==> config.mk <==
export PLATFORM = sky130hd
export DESIGN_NAME = load_store_unit
export DESIGN_NICKNAME = d
export VERILOG_FILES = /design/src/rtl/lsu_pkg.sv /design/src/rtl/lsu_align.sv /design/src/rtl/load_store_unit.sv
export SDC_FILE = /design/constraint.sdc
export NUM_CORES = 1
export LEC_CHECK = 0
export ABC_AREA = 1
export CAP_MARGIN = 10
export CORE_MARGIN = 2
export CORE_UTILIZATION = 50
export CTS_BUF_LIST = sky130_fd_sc_hd__clkbuf_8
export CTS_CLUSTER_SIZE = 12
export DETAILED_ROUTE_END_ITERATION = 7
export GPL_TIMING_DRIVEN = 0
export PLACE_DENSITY_LB_ADDON = 0.12
export REMOVE_ABC_BUFFERS = 1
export SYNTH_ARGS = -nofsm -noshare
export SYNTH_HDL_FRONTEND = slang
export SYNTH_HIERARCHICAL = 1
export SYNTH_SLANG_ARGS = --single-unit
export TNS_END_PERCENT = 30
==> constraint.sdc <==
create_clock -name clk -period 3.62 [get_ports clk]
set_input_delay 0.724 -clock clk [delete_from_list [all_inputs] [get_ports clk]]
set_output_delay 0.724 -clock clk [all_outputs]
set_load 0.02 [all_outputs]
==> src/rtl/lsu_pkg.sv <==
// Shared definitions for the load/store unit: funct3 encodings, FSM states and
// the request legality check used at accept time.
package lsu_pkg;

  localparam logic [2:0] F3_B  = 3'b000;
  localparam logic [2:0] F3_H  = 3'b001;
  localparam logic [2:0] F3_W  = 3'b010;
  localparam logic [2:0] F3_BU = 3'b100;
  localparam logic [2:0] F3_HU = 3'b101;

  typedef enum logic [2:0] {
    ST_IDLE,
    ST_RD,
    ST_CAP,
    ST_WR,
    ST_DONE
  } lsu_state_e;

  // Returns 1 when the op must be dropped with a trap: misaligned halfword or
  // word, unsigned store variants, or an unused funct3 encoding.
  function automatic logic is_misaligned(input logic       is_store,
                                         input logic [2:0] func3,
                                         input logic [1:0] off);
    logic bad;
    bad = 1'b0;
    case (func3)
      F3_B:    bad = 1'b0;
      F3_H:    bad = off[0];
      F3_W:    bad = (off != 2'b00);
      F3_BU:   bad = is_store;
      F3_HU:   bad = is_store | off[0];
      default: bad = 1'b1;
    endcase
    return bad;
  endfunction

endpackage

==> src/rtl/lsu_align.sv <==
// Combinational data alignment: load byte/half extraction with sign/zero
// extension, and store lane merge into the word read back from BRAM.
module lsu_align
  import lsu_pkg::*;
#(
  parameter int XLEN = 32
) (
  input  logic [2:0]      func3,
  input  logic [1:0]      off,
  input  logic [XLEN-1:0] rdata,
  input  logic [15:0]     wdata_lo,
  output logic [XLEN-1:0] load_data,
  output logic [XLEN-1:0] merge_data
);

  logic [XLEN-1:0] shifted;

  // Legal halfword offsets are 0 or 2, so one byte-granular shift serves both sizes.
  assign shifted = rdata >> {off, 3'b000};

  always_comb begin
    load_data = shifted;
    case (func3)
      F3_B:    load_data = {{(XLEN-8){shifted[7]}}, shifted[7:0]};
      F3_BU:   load_data = {{(XLEN-8){1'b0}}, shifted[7:0]};
      F3_H:    load_data = {{(XLEN-16){shifted[15]}}, shifted[15:0]};
      F3_HU:   load_data = {{(XLEN-16){1'b0}}, shifted[15:0]};
      default: load_data = shifted;
    endcase
  end

  for (genvar gi = 0; gi < XLEN/8; gi++) begin : g_lane
    localparam int LANE = gi;
    assign merge_data[LANE*8 +: 8] =
        (func3 == F3_B && off == 2'(LANE))       ? wdata_lo[7:0] :
        (func3 == F3_H && off[1] == 1'(LANE/2))  ? wdata_lo[(LANE%2)*8 +: 8] :
                                                   rdata[LANE*8 +: 8];
  end

endmodule

==> src/rtl/load_store_unit.sv <==
// Sequences one CPU load/store at a time onto a word-wide single-port BRAM,
// with read-modify-write for sub-word stores and a pipeline stall meanwhile.
module load_store_unit
  import lsu_pkg::*;
#(
  parameter int IDX_W = 10,
  parameter int XLEN  = 32
) (
  input  logic             clk,
  input  logic             rst_n,
  input  logic             req_valid,
  input  logic             req_is_store,
  input  logic [2:0]       req_func3,
  input  logic [XLEN-1:0]  req_addr,
  input  logic [XLEN-1:0]  req_wdata,
  output logic             stall,
  output logic             resp_valid,
  output logic [XLEN-1:0]  resp_rdata,
  output logic             trap_misalign,
  output logic [IDX_W-1:0] mem_idx,
  output logic             mem_re,
  input  logic [XLEN-1:0]  mem_rdata,
  output logic             mem_we,
  output logic [XLEN-1:0]  mem_wdata
);

  lsu_state_e      state_reg;
  logic            is_store_reg;
  logic [2:0]      func3_reg;
  logic [1:0]      off_reg;
  logic [15:0]     wdata_lo_reg;
  logic            req_illegal;
  logic [XLEN-1:0] load_data;
  logic [XLEN-1:0] merge_data;
  logic            unused_addr_hi;

  // Address bits above the BRAM index simply wrap.
  assign unused_addr_hi = ^req_addr[XLEN-1:IDX_W+2];

  assign req_illegal = is_misaligned(req_is_store, req_func3, req_addr[1:0]);

  assign stall = (state_reg == ST_IDLE && req_valid && !req_illegal) ||
                 (state_reg == ST_RD) || (state_reg == ST_CAP) || (state_reg == ST_WR);

  lsu_align #(.XLEN(XLEN)) u_align (
    .func3      (func3_reg),
    .off        (off_reg),
    .rdata      (mem_rdata),
    .wdata_lo   (wdata_lo_reg),
    .load_data  (load_data),
    .merge_data (merge_data)
  );

  always_ff @(posedge clk or negedge rst_n) begin
    if (!rst_n) begin
      state_reg     <= ST_IDLE;
      is_store_reg  <= 1'b0;
      func3_reg     <= 3'b000;
      off_reg       <= 2'b00;
      wdata_lo_reg  <= '0;
      resp_valid    <= 1'b0;
      resp_rdata    <= '0;
      trap_misalign <= 1'b0;
      mem_idx       <= '0;
      mem_re        <= 1'b0;
      mem_we        <= 1'b0;
      mem_wdata     <= '0;
    end else begin
      mem_re        <= 1'b0;
      mem_we        <= 1'b0;
      resp_valid    <= 1'b0;
      trap_misalign <= 1'b0;
      case (state_reg)
        ST_IDLE: begin
          if (req_valid) begin
            if (req_illegal) begin
              trap_misalign <= 1'b1;
            end else begin
              is_store_reg <= req_is_store;
              func3_reg    <= req_func3;
              off_reg      <= req_addr[1:0];
              wdata_lo_reg <= req_wdata[15:0];
              mem_idx      <= req_addr[IDX_W+1:2];
              mem_wdata    <= req_wdata;
              // Full-word stores skip the read; everything else needs the old word.
              if (req_is_store && req_func3 == F3_W) begin
                mem_we    <= 1'b1;
                state_reg <= ST_WR;
              end else begin
                mem_re    <= 1'b1;
                state_reg <= ST_RD;
              end
            end
          end
        end
        ST_RD: state_reg <= ST_CAP;
        ST_CAP: begin
          if (is_store_reg) begin
            mem_wdata <= merge_data;
            mem_we    <= 1'b1;
            state_reg <= ST_WR;
          end else begin
            resp_rdata <= load_data;
            resp_valid <= 1'b1;
            state_reg  <= ST_DONE;
          end
        end
        ST_WR: begin
          resp_valid <= 1'b1;
          state_reg  <= ST_DONE;
        end
        ST_DONE: state_reg <= ST_IDLE;
        default: state_reg <= ST_IDLE;
      endcase
    end
  end

endmodule

# Word level (Yosys, flattened, before mapping)
# Index checks and enable logic that the tools add are counted.
# totals
romBits	0
output_inout_bits	79
elab_cells	89
memories	0
register_bits	103
latch_bits	0
ramBits	0
inputBits	103
# op_classes
shift	1
magnitude_cmp	0
eq_ne	16
div	0
bitwise_logic	4
n_mul	0
n_addsub	0
n_reduce_logical	23
n_mux	33
# ops
cell	n
$pmux 32 s4	1
$mux 32	3
$mux 8	8
$pmux 32 s2	1
$shr 32x5->32	1
$eq 3x3->1 const B	4
$mux 1	12
$pmux 3 s4	1
$eq 3x1->1 const B	3
$eq 3x2->1 const B	3
$logic_and 1x1->1	9
$logic_not 3->1	3
$mux 3	3
$ne 2x2->1 const B	3
$pmux 1 s5	1
$eq 2x2->1 const B	2
$pmux 1 s2	2
$reduce_and 2->1	2
$reduce_and 4->1	1
$reduce_bool 2->1	2
$logic_or 1x1->1	3
$not 1->1	3
$reduce_and 3->1	1
$eq 2x1->1 const B	1
other kinds (4)	4

# Depth between registers and ports, before layout
# Gate-level depths: netlist of run 1.
# logic_depth
ltp_word	7
ltp_mapped	11
depth_no_buf	11

# Hierarchy
# The synthesis of run 1 kept the hierarchy.
# modules_own_cells
module	cells_per_inst	seq_area_each_um2	n_inst	area_each_um2
load_store_unit	535	2577.5	1	4488.1
lsu_align	320	0.0	1	1491.4

# Worst setup path after synthesis of run 1
# No wires, ideal clock.
# synth_path
path_type	input to output
start	input port req_func3[2]
end	output port stall
t_arrival_ns	1.538
path_buffers	1
cell_stages	6
required_time_ns	2.896
slack_ns	1.358
cell_sequence	nor2_1 > nand3_1 > nand2_1 > buf_2 > a21oi_1 > nor2_1
# synth_via
elab_chain_cells	7
elab_cells_between_ends	11
classes_between	eq/ne (4); mux (1); reduce/logical (6)
# synth_rtl
item	line_no	text
from (decl)	load_store_unit.sv:13	input logic [2:0] req_func3,
$eq 3x3->1, or another cell as far along	lsu_pkg.sv:26	case (func3)
$pmux 1 s5 (*)	lsu_pkg.sv:26	
$logic_not 1->1 (*)	load_store_unit.sv:42	assign stall = (state_reg == ST_IDLE && req_valid && !req_illegal) ||
$logic_and 1x1->1 (*)	load_store_unit.sv:42	
$logic_or 1x1->1 (*)	load_store_unit.sv:42	
$logic_or 1x1->1 (*) (2 in a row)	load_store_unit.sv:43	(state_reg == ST_RD) || (state_reg == ST_CAP) || (state_reg == ST_WR);
to (decl)	load_store_unit.sv:16	output logic stall,
# Mark *: on every way between the ends. The rest lies on a longest branch, timed or not.

# Final worst setup path of run 1
# Same ends and word-level chain as after synthesis.

==> results of run 1 <==
power groups by stage:
stage	Clock (µW)	Combinational, µW	Sequential (µW)
5_1_grt	745	3280	2020
6_report	680	2980	1960
2_1_floorplan	0	1280	2390
3_5_place_dp	0	2970	1980
4_1_cts	700	2980	1960
3_3_place_gp	0	2930	1970
routing by layer:
layer | vias to the layer above | wire, µm
met3 | 28 | 1070
met4 | 0 | 316
li1 | 2961 | -
met5 | - | 0
met2 | 202 | 7440
met1 | 2685 | 7660
through the flow:
step	instances	hold WS [ps]	setup TNS [ps]	setup WS, ps	util (%)
2_1_floorplan	811	428	0	885	-
6_report	1134	341	0	308	66.9
3_3_place_gp	1115	453	-234410	-2090	64.7
4_1_cts	1133	354	0	15.9	66.6
3_5_place_dp	1117	458	-1050	-95.7	65.1
5_1_grt	1134	383	0	66.9	66.9
cell usage in the layout (no fill, tap or decap):
master | Yosys | final
nand2_2 | 12 | 12
a21oi_1 | 3 | 3
nand2_4 | 0 | 1
nor3_1 | 2 | 2
or2_2 | 0 | 1
nand3_2 | 1 | 1
clkinvlp_4 | 0 | 1
inv_1 | 79 | 81
clkdlybuf4s50_1 | 0 | 160
nand2_1 | 375 | 374
nand3_4 | 2 | 2
a22oi_1 | 7 | 7
nor2_4 | 6 | 6
clkbuf_8 | 0 | 11
nand4_1 | 16 | 16
nand3_1 | 113 | 113
nor2_2 | 1 | 1
o21ai_0 | 32 | 32
buf_4 | 7 | 1
and3_1 | 1 | 1
o21ai_2 | 9 | 9
nor2_1 | 8 | 8
o21ai_1 | 31 | 31
buf_12 | 0 | 1
inv_2 | 9 | 9
clkinv_2 | 0 | 2
buf_16 | 0 | 2
dfrtp_1 | 103 | 103
cells by family after synthesis:
logic type | count (synthesis)
simple gates | 538
buf+inv | 132
flops | 103
compound gates | 82
area by class of cell:
cell class | count | area share (%)
multi-input cells | 620 | 36.1
repair buffers | 164 | 21.8
flip-flops and latches | 103 | 33.3
well taps | 143 | 2.31
clock buffers | 11 | 1.96
clock inverters | 5 | 0.323
inverters | 88 | 4.27
final timing paths:
kind                                   end  slack [ps]  cells after the start
min                         resp_rdata[27]         340                      1
max                                  stall         310                      7
max reg2reg                   mem_wdata[8]         650                      8
min in group clk                mem_idx[8]         470                      2
min reg2reg                     mem_idx[8]         470                      2
max in group asynchronous  wdata_lo_reg[7]        2580                      2
==> impl_summary.md, run 1 <==
Global routing
The wire length of the first global-routing pass is 26.8 mm. The global routing stage identified its most utilized layer as met2. The fraction of met2 tracks used by global routing is 40.6%. The global-route usage over all layers is 26.3%. Entering global routing, the biggest net connects 83 pins.

The number of global-route vias before repair came to 5,469. The met1 demand-to-capacity share in global routing is 37.4%. The initial antenna violation count is 0.

The met3 track demand over resource in global routing is 4.93%. Global routing finished with a remaining overflow of 0.

Pwr
In this run the static leakage power is 0.00398 µW. The combinational share of power is 53.0%. The internal power of the cells totals 3140 µW. The clock group share of total power is 12.1%. The share of total power dissipated in sequential elements is 34.9%. The power after layout is 5620 µW.

The analysis attributes to net switching a power of 2480 µW. VDD sags by at most 0.000359 V. The cell area power density is 726 nW/µm². The net switching fraction of the power is 44.1%.

Timing
The ratio of final minimum period to clock period is 91.5%. The count of pins over their slew limit came to 0. The final-report setup violation count is 0. The number of endpoints with negative hold slack in the final report is 0. The minimum period implied by the final worst setup slack is 3310 ps. The clock skew after layout is 9.54 ps. Setup repair after global routing left no endpoint under its margin. Measured against its own limit, the worst slew margin works out to 34.9%. At the pin with the least slew margin, the transition time is 977 ps. Timing would allow up to 302 MHz.

Min path
The worst hold path belongs to the class input port to asynchronous set/reset pin.

Outcome
The flow ran to the end, and the final reports show no timing, DRC or antenna violations.

Synth
The cell type with the highest aggregate area in the netlist is dfrtp_1. In the post-synthesis netlist, the cell with the most instances is nand2_1. The warning count from the yosys run is 6. The complex-gate fraction of the synthesized area is 7.72%.

After synthesis, the share of cell area in mux cells is 0%. In this run, synthesis inferred 0 flip-flops with an integrated enable. The mapped netlist covers 5980 µm². The instance count of the mapped netlist is 855.

The fraction of synthesis flops using an asynchronous set or reset pin is 100%. In the synthesized netlist, the cells that appear most often are nand2_1 (375), nand3_1 (113), dfrtp_1 (103), inv_1 (79), o21ai_0 (32). Yosys attributes the largest share of cell area to dfrtp_1 (43%), nand2_1 (24%), nand3_1 (9.5%).

The largest family of logic cells by synthesized area is simple AND/OR/NAND/NOR gates. The share of Yosys cell area claimed by the top area cell type is 43.1%. For this run, the register share of the synthesized area comes to 43.1%. The simple-gate share of the synthesized area is 38.8%. After Yosys synthesis, XOR and XNOR cells account for 0% of the synthesized area. Counting flops and latches in the post-synthesis netlist gives 103. Summing the areas of all fa, ha and maj instances in the mapped netlist gives 0% of the synthesized area. The most used flip-flop cell after synthesis is dfrtp_1.

The per-instance average area after synthesis is 6.99 µm². Synthesis instantiated 25 different standard cells from the library.

Clock network
The number of gates resized after CTS was 0. The total clock buffers created by CTS is 9. The CTS clock-pin slew for the worst setup and hold paths is 90 ps. The number of buffers added to fix hold violations after cts is 0. The clock drives 103 sinks. In this run the clock root is driven by a clkbuf_8. At the later pin of the worst-skew pair, clock insertion delay measures 390 ps. The clock tree buffer depth is 2.

The count of H-tree levels built during CTS is 3. Buffers added to address setup during post-CTS repair amount to 0. The clock tree from TritonCTS is built.

Worst setup path
On the worst path, the slowest cell contributes a delay of 610 ps. The critical path capture point type is an output pin. Tracing the worst setup path back leads to its startpoint at req_func3[2]. The worst endpoint data arrival time is 2590 ps. Broken down by cell family, the worst path's largest delay share belongs to buffers and inverters. The worst register-to-register path begins at state_reg[2]. For this design, the slowest cell found on the critical path is clkdlybuf4s50_1. STA puts the critical path data required time at 2900 ps. The kind of start point of the critical path is an input port.

The type of the setup path with the least slack is input port to output pin. The maximum fanout along the worst path is 20. Walking the worst path, the cells encountered are clkdlybuf4s50_1, nor2_1, nand3_1, nand2_2, a21oi_1, nor2_1, clkdlybuf4s50_1.

The worst path buffer plus inverter count is 2.

Cells and area
The total number of nets in the final design is 1,089. The area growth from synthesis to layout is 29.4%. The total of fill cells in the finished design is 1,047. The sequential cell area in the final layout is 2580 µm². The multi-input logic area is 2790 µm². The repair_antennas step left the layout with diodes totalling 0.

After routing the design area is 7740 µm². The fraction of final layout cells sized beyond drive strength 1 is 6.05%.

Detailed routing
For this run, design rule violations remaining after detail routing come to 0. The count of nets left with antenna violations after detail routing is 0. Summed over all layers, the routed wires come to 16.5 mm. The number of design-rule violations left by the first detailed-router iteration is 584. The average wire length per cell after detail routing is 14.5 µm. The total number of vias is 5,876.

The first TritonRoute pass finished after 7 iterations. Using the TritonRoute via totals, the vias-per-cell ratio works out to 5.18.

Die
The floorplan step set the die width to 113 µm. The total I/O pin count is 182. The row count is 39. The floorplan die area is 12,800 µm².

From bottom edge to top edge, the die measures 113 µm. The initial utilization of the core area, before any placement, comes to 51.7%. The core area is 11,600 µm².

Placement
Detailed placement finished with a half-perimeter wire length of 11.8 mm. The congestion estimate from routability-driven global placement came to 0.880. Port buffering added 161 buffers.

The instance area after placement is 7530 µm².

Flow run
The reported max-cap violation count is 0.
Note: power is estimated with default switching activity, not from simulation.
==> run 2, diff against run 1 <==
--- a/config.mk
+++ b/config.mk
@@ -15,6 +15,7 @@
 export GPL_TIMING_DRIVEN = 0
 export PLACE_DENSITY_LB_ADDON = 0.12
 export REMOVE_ABC_BUFFERS = 1
+export SLEW_MARGIN = 20
 export SYNTH_ARGS = -nofsm -noshare
 export SYNTH_HDL_FRONTEND = slang
 export SYNTH_HIERARCHICAL = 1
==> impl_summary.md, run 2 (synthesized netlist as in run 1, its figures left out) <==
Global routing
Global routing consumed, over all layers together, 25.9% of the routing resources. The first global-routing pass estimated 26.7 mm of wire. The initial antenna violation count is 0. The number of global-route vias before repair is 5,441. In this run the most used layer during global routing was met2.

The fraction of met2 tracks used by global routing is 40.5%. The sum of overflow across all layers after global routing is 0. The largest net degree at the start of global routing is 73. The met1 demand-to-capacity share in global routing is 36.7%. The met3 track demand over resource in global routing is 4.61%.

Clock network
The clock tree buffer depth is 2. The count of H-tree levels built during CTS is 3. The clock drives 103 sinks.

After clock tree synthesis, the setup repair step added 0 buffers. TritonCTS created 9 clock buffers. Clock-pin slew was measured on the worst setup and hold paths at 80 ps. The clock latency reported for the late side of the worst-skew pair is 380 ps. TritonCTS built the clock tree. The clock tree root driver cell is clkbuf_8.

Timing
The final-report setup violation count is 0. The top achievable clock speed is 302 MHz. Measured against its own limit, the worst slew margin works out to 31.4%. The count of pins over their slew limit is 0. The number of endpoints with negative hold slack in the final report was 0. The ratio of final minimum period to clock period is 91.5%. The actual slew at the worst max-slew pin is 1030 ps.

The minimum period implied by the final worst setup slack is 3310 ps. The total negative setup slack is 0 ps. On the final layout, the worst clock skew is 9.71 ps. Setup repair after global routing left no endpoint under its margin.

Die
The initialized floorplan defines 39 standard-cell rows. The total I/O pin count is 182. The floorplan step set the die height to 113 µm. The floorplan die width is 113 µm.

The floorplan die area is 12,800 µm². The floorplan step defined a core boundary enclosing 11,600 µm². For this configuration, the core starts out at a cell density of 51.7%.

Cells and area
Leaving out fill and tap cells, the most frequent cell in the layout is nand2_1. The finished cells cover 7740 µm². Once layout is complete, the utilization of the core stands at 66.9%. After the last flow step, the layout net total stands at 1,089. The area growth from synthesis to layout is 29.4%.

The antenna diode instance count is 0. Leaving out filler cells and counting taps, the final layout contains 1,131. Cells with a size suffix above 1 make up 6.07% of the layout. In the layout the commonest cells are nand2_1 (373), clkdlybuf4s50_1 (160), nand3_1 (113).

The total of fill cells in the finished design is 1,027.

Detailed routing
The count of nets left with antenna violations once routing finished came out at 0. The number of iterations in the first detailed-routing pass is 8. The average wire length per cell after detail routing is 14.5 µm. The total number of vias is 6,010. For this run, design rule violations remaining after detail routing come to 0. The number of design-rule violations left by the first detailed-router iteration is 628. After detailed routing, the number of vias per cell comes to 5.31. Wires add up to 16.4 mm.

Pwr
The peak supply drop is 0.000391 V. The analysis attributes to cell leakage a power of 0.00397 µW. The cell area power density is 726 nW/µm².

Min path
The path type of the worst min-delay path is input port to asynchronous set/reset pin.

Worst setup path
The worst setup path is launched from an input port. The largest stage delay on the critical path is 610 ps. Data arrives at the worst endpoint at 2590 ps. The maximum fanout along the worst path is 20.

STA classifies the critical path endpoint as an output pin. For this design, the slowest cell found on the critical path is clkdlybuf4s50_1. The signal on the critical path passes through clkdlybuf4s50_1, nor2_1, nand3_1, nand2_2, a21oi_1, nor2_1, clkdlybuf4s50_1. The critical path required time is 2900 ps. The critical path is of the input port to output pin type.

Flow run
The reported max-cap violation count is 0.

Placement
Once detailed placement completed, the half-perimeter wirelength came to 11.8 mm. The total placed cells including tap cells is 1,118. The routability congestion estimate from global placement is 0.880. The instance area after placement is 7560 µm². The number of buffers inserted by port buffering is 161.

Outcome
The run finished with clean final reports.
## run 2: path summary, 6_finish.rpt
| check | startpoint | endpoint | slack (ps) | depth (start not counted) |
|---|---|---|---|---|
| worst max-delay path | req_func3[2] | stall | 310 | 7 |
| worst min-delay path | rst_n | resp_rdata[25] | 260 | 1 |
| worst max register to register | state_reg[2] | mem_wdata[8] | 520 | 7 |
| worst min register to register | mem_idx[5] | mem_idx[5] | 470 | 2 |
| max in group asynchronous | rst_n | wdata_lo_reg[12] | 2720 | 2 |
| min in group clk | mem_idx[5] | mem_idx[5] | 470 | 2 |
## run 2: what timing repair did
item	in CTS	in global routing
endpoints found under the setup margin	0	1
hold buffers	0	0
gates resized for setup	0	1
## run 2: per-stage QoR
stage / total power [µW] / hold WS, ps / worst slack (ps)
3_3_place_gp: 4900 / 453 / -2090
3_5_place_dp: 4960 / 458 / 60.4
5_1_grt: 6040 / 289 / 94.3
6_report: 5620 / 264 / 307
4_1_cts: 5640 / 273 / 45.8
2_1_floorplan: 3670 / 428 / 885
## run 2: worst max-delay path, delay by kind of cell
| family | cells | cell delay [ps] |
|---|---|---|
| buffers and inverters | 2 | 1060 |
| AND/OR/NAND/NOR | 4 | 670 |
| AO/OA/AOI/OAI | 1 | 140 |
## run 2: metal layers
layer  up-vias  wire length [µm]
met3        36              1140
met4         0               390
li1       2964                 -
met1      2769              7530
met5         -                 0
met2       241              7320
## run 2: layout make-up
| class | count | area (µm²) | share of cell area (%) |
|---|---|---|---|
| flip-flops and latches | 103 | 2580 | 33.3 |
| clock inverters | 1 | 5.00 | 0.0647 |
| well taps | 143 | 179 | 2.31 |
| repair buffers | 164 | 1690 | 21.8 |
| multi-input cells | 620 | 2790 | 36.1 |
| clock buffers | 12 | 165 | 2.13 |
| inverters | 88 | 330 | 4.27 |
## run 2: where the power goes
group | total, µW | switching [µW] | internal, µW
clock | 673 | 378 | 295
sequential | 1970 | 353 | 1610
combinational | 2980 | 1730 | 1250
total | 5620 | 2460 | 3160
==> run 3, diff against run 2 <==
--- a/config.mk
+++ b/config.mk
@@ -6,7 +6,6 @@
 export NUM_CORES = 1
 export LEC_CHECK = 0
 export ABC_AREA = 1
-export CAP_MARGIN = 10
 export CORE_MARGIN = 2
 export CORE_UTILIZATION = 50
 export CTS_BUF_LIST = sky130_fd_sc_hd__clkbuf_8
==> constraint.sdc (replaced) <==
create_clock -name clk -period 3.62 [get_ports clk]
set_input_delay 0.724 -clock clk [delete_from_list [all_inputs] [get_ports clk]]
set_output_delay 0.724 -clock clk [all_outputs]
set_load 0.005 [all_outputs]
==> results of run 3 <==
Same layout as run 2 (identical final DEF). Status: finished, final reports clean.
Main changes from that run: setup slack after placement 60.4 ps -> 164 ps; setup slack after layout 307 ps -> 411 ps; total power 5620 µW -> 5170 µW; worst IR drop on VDD 0.000391 V -> 0.000325 V
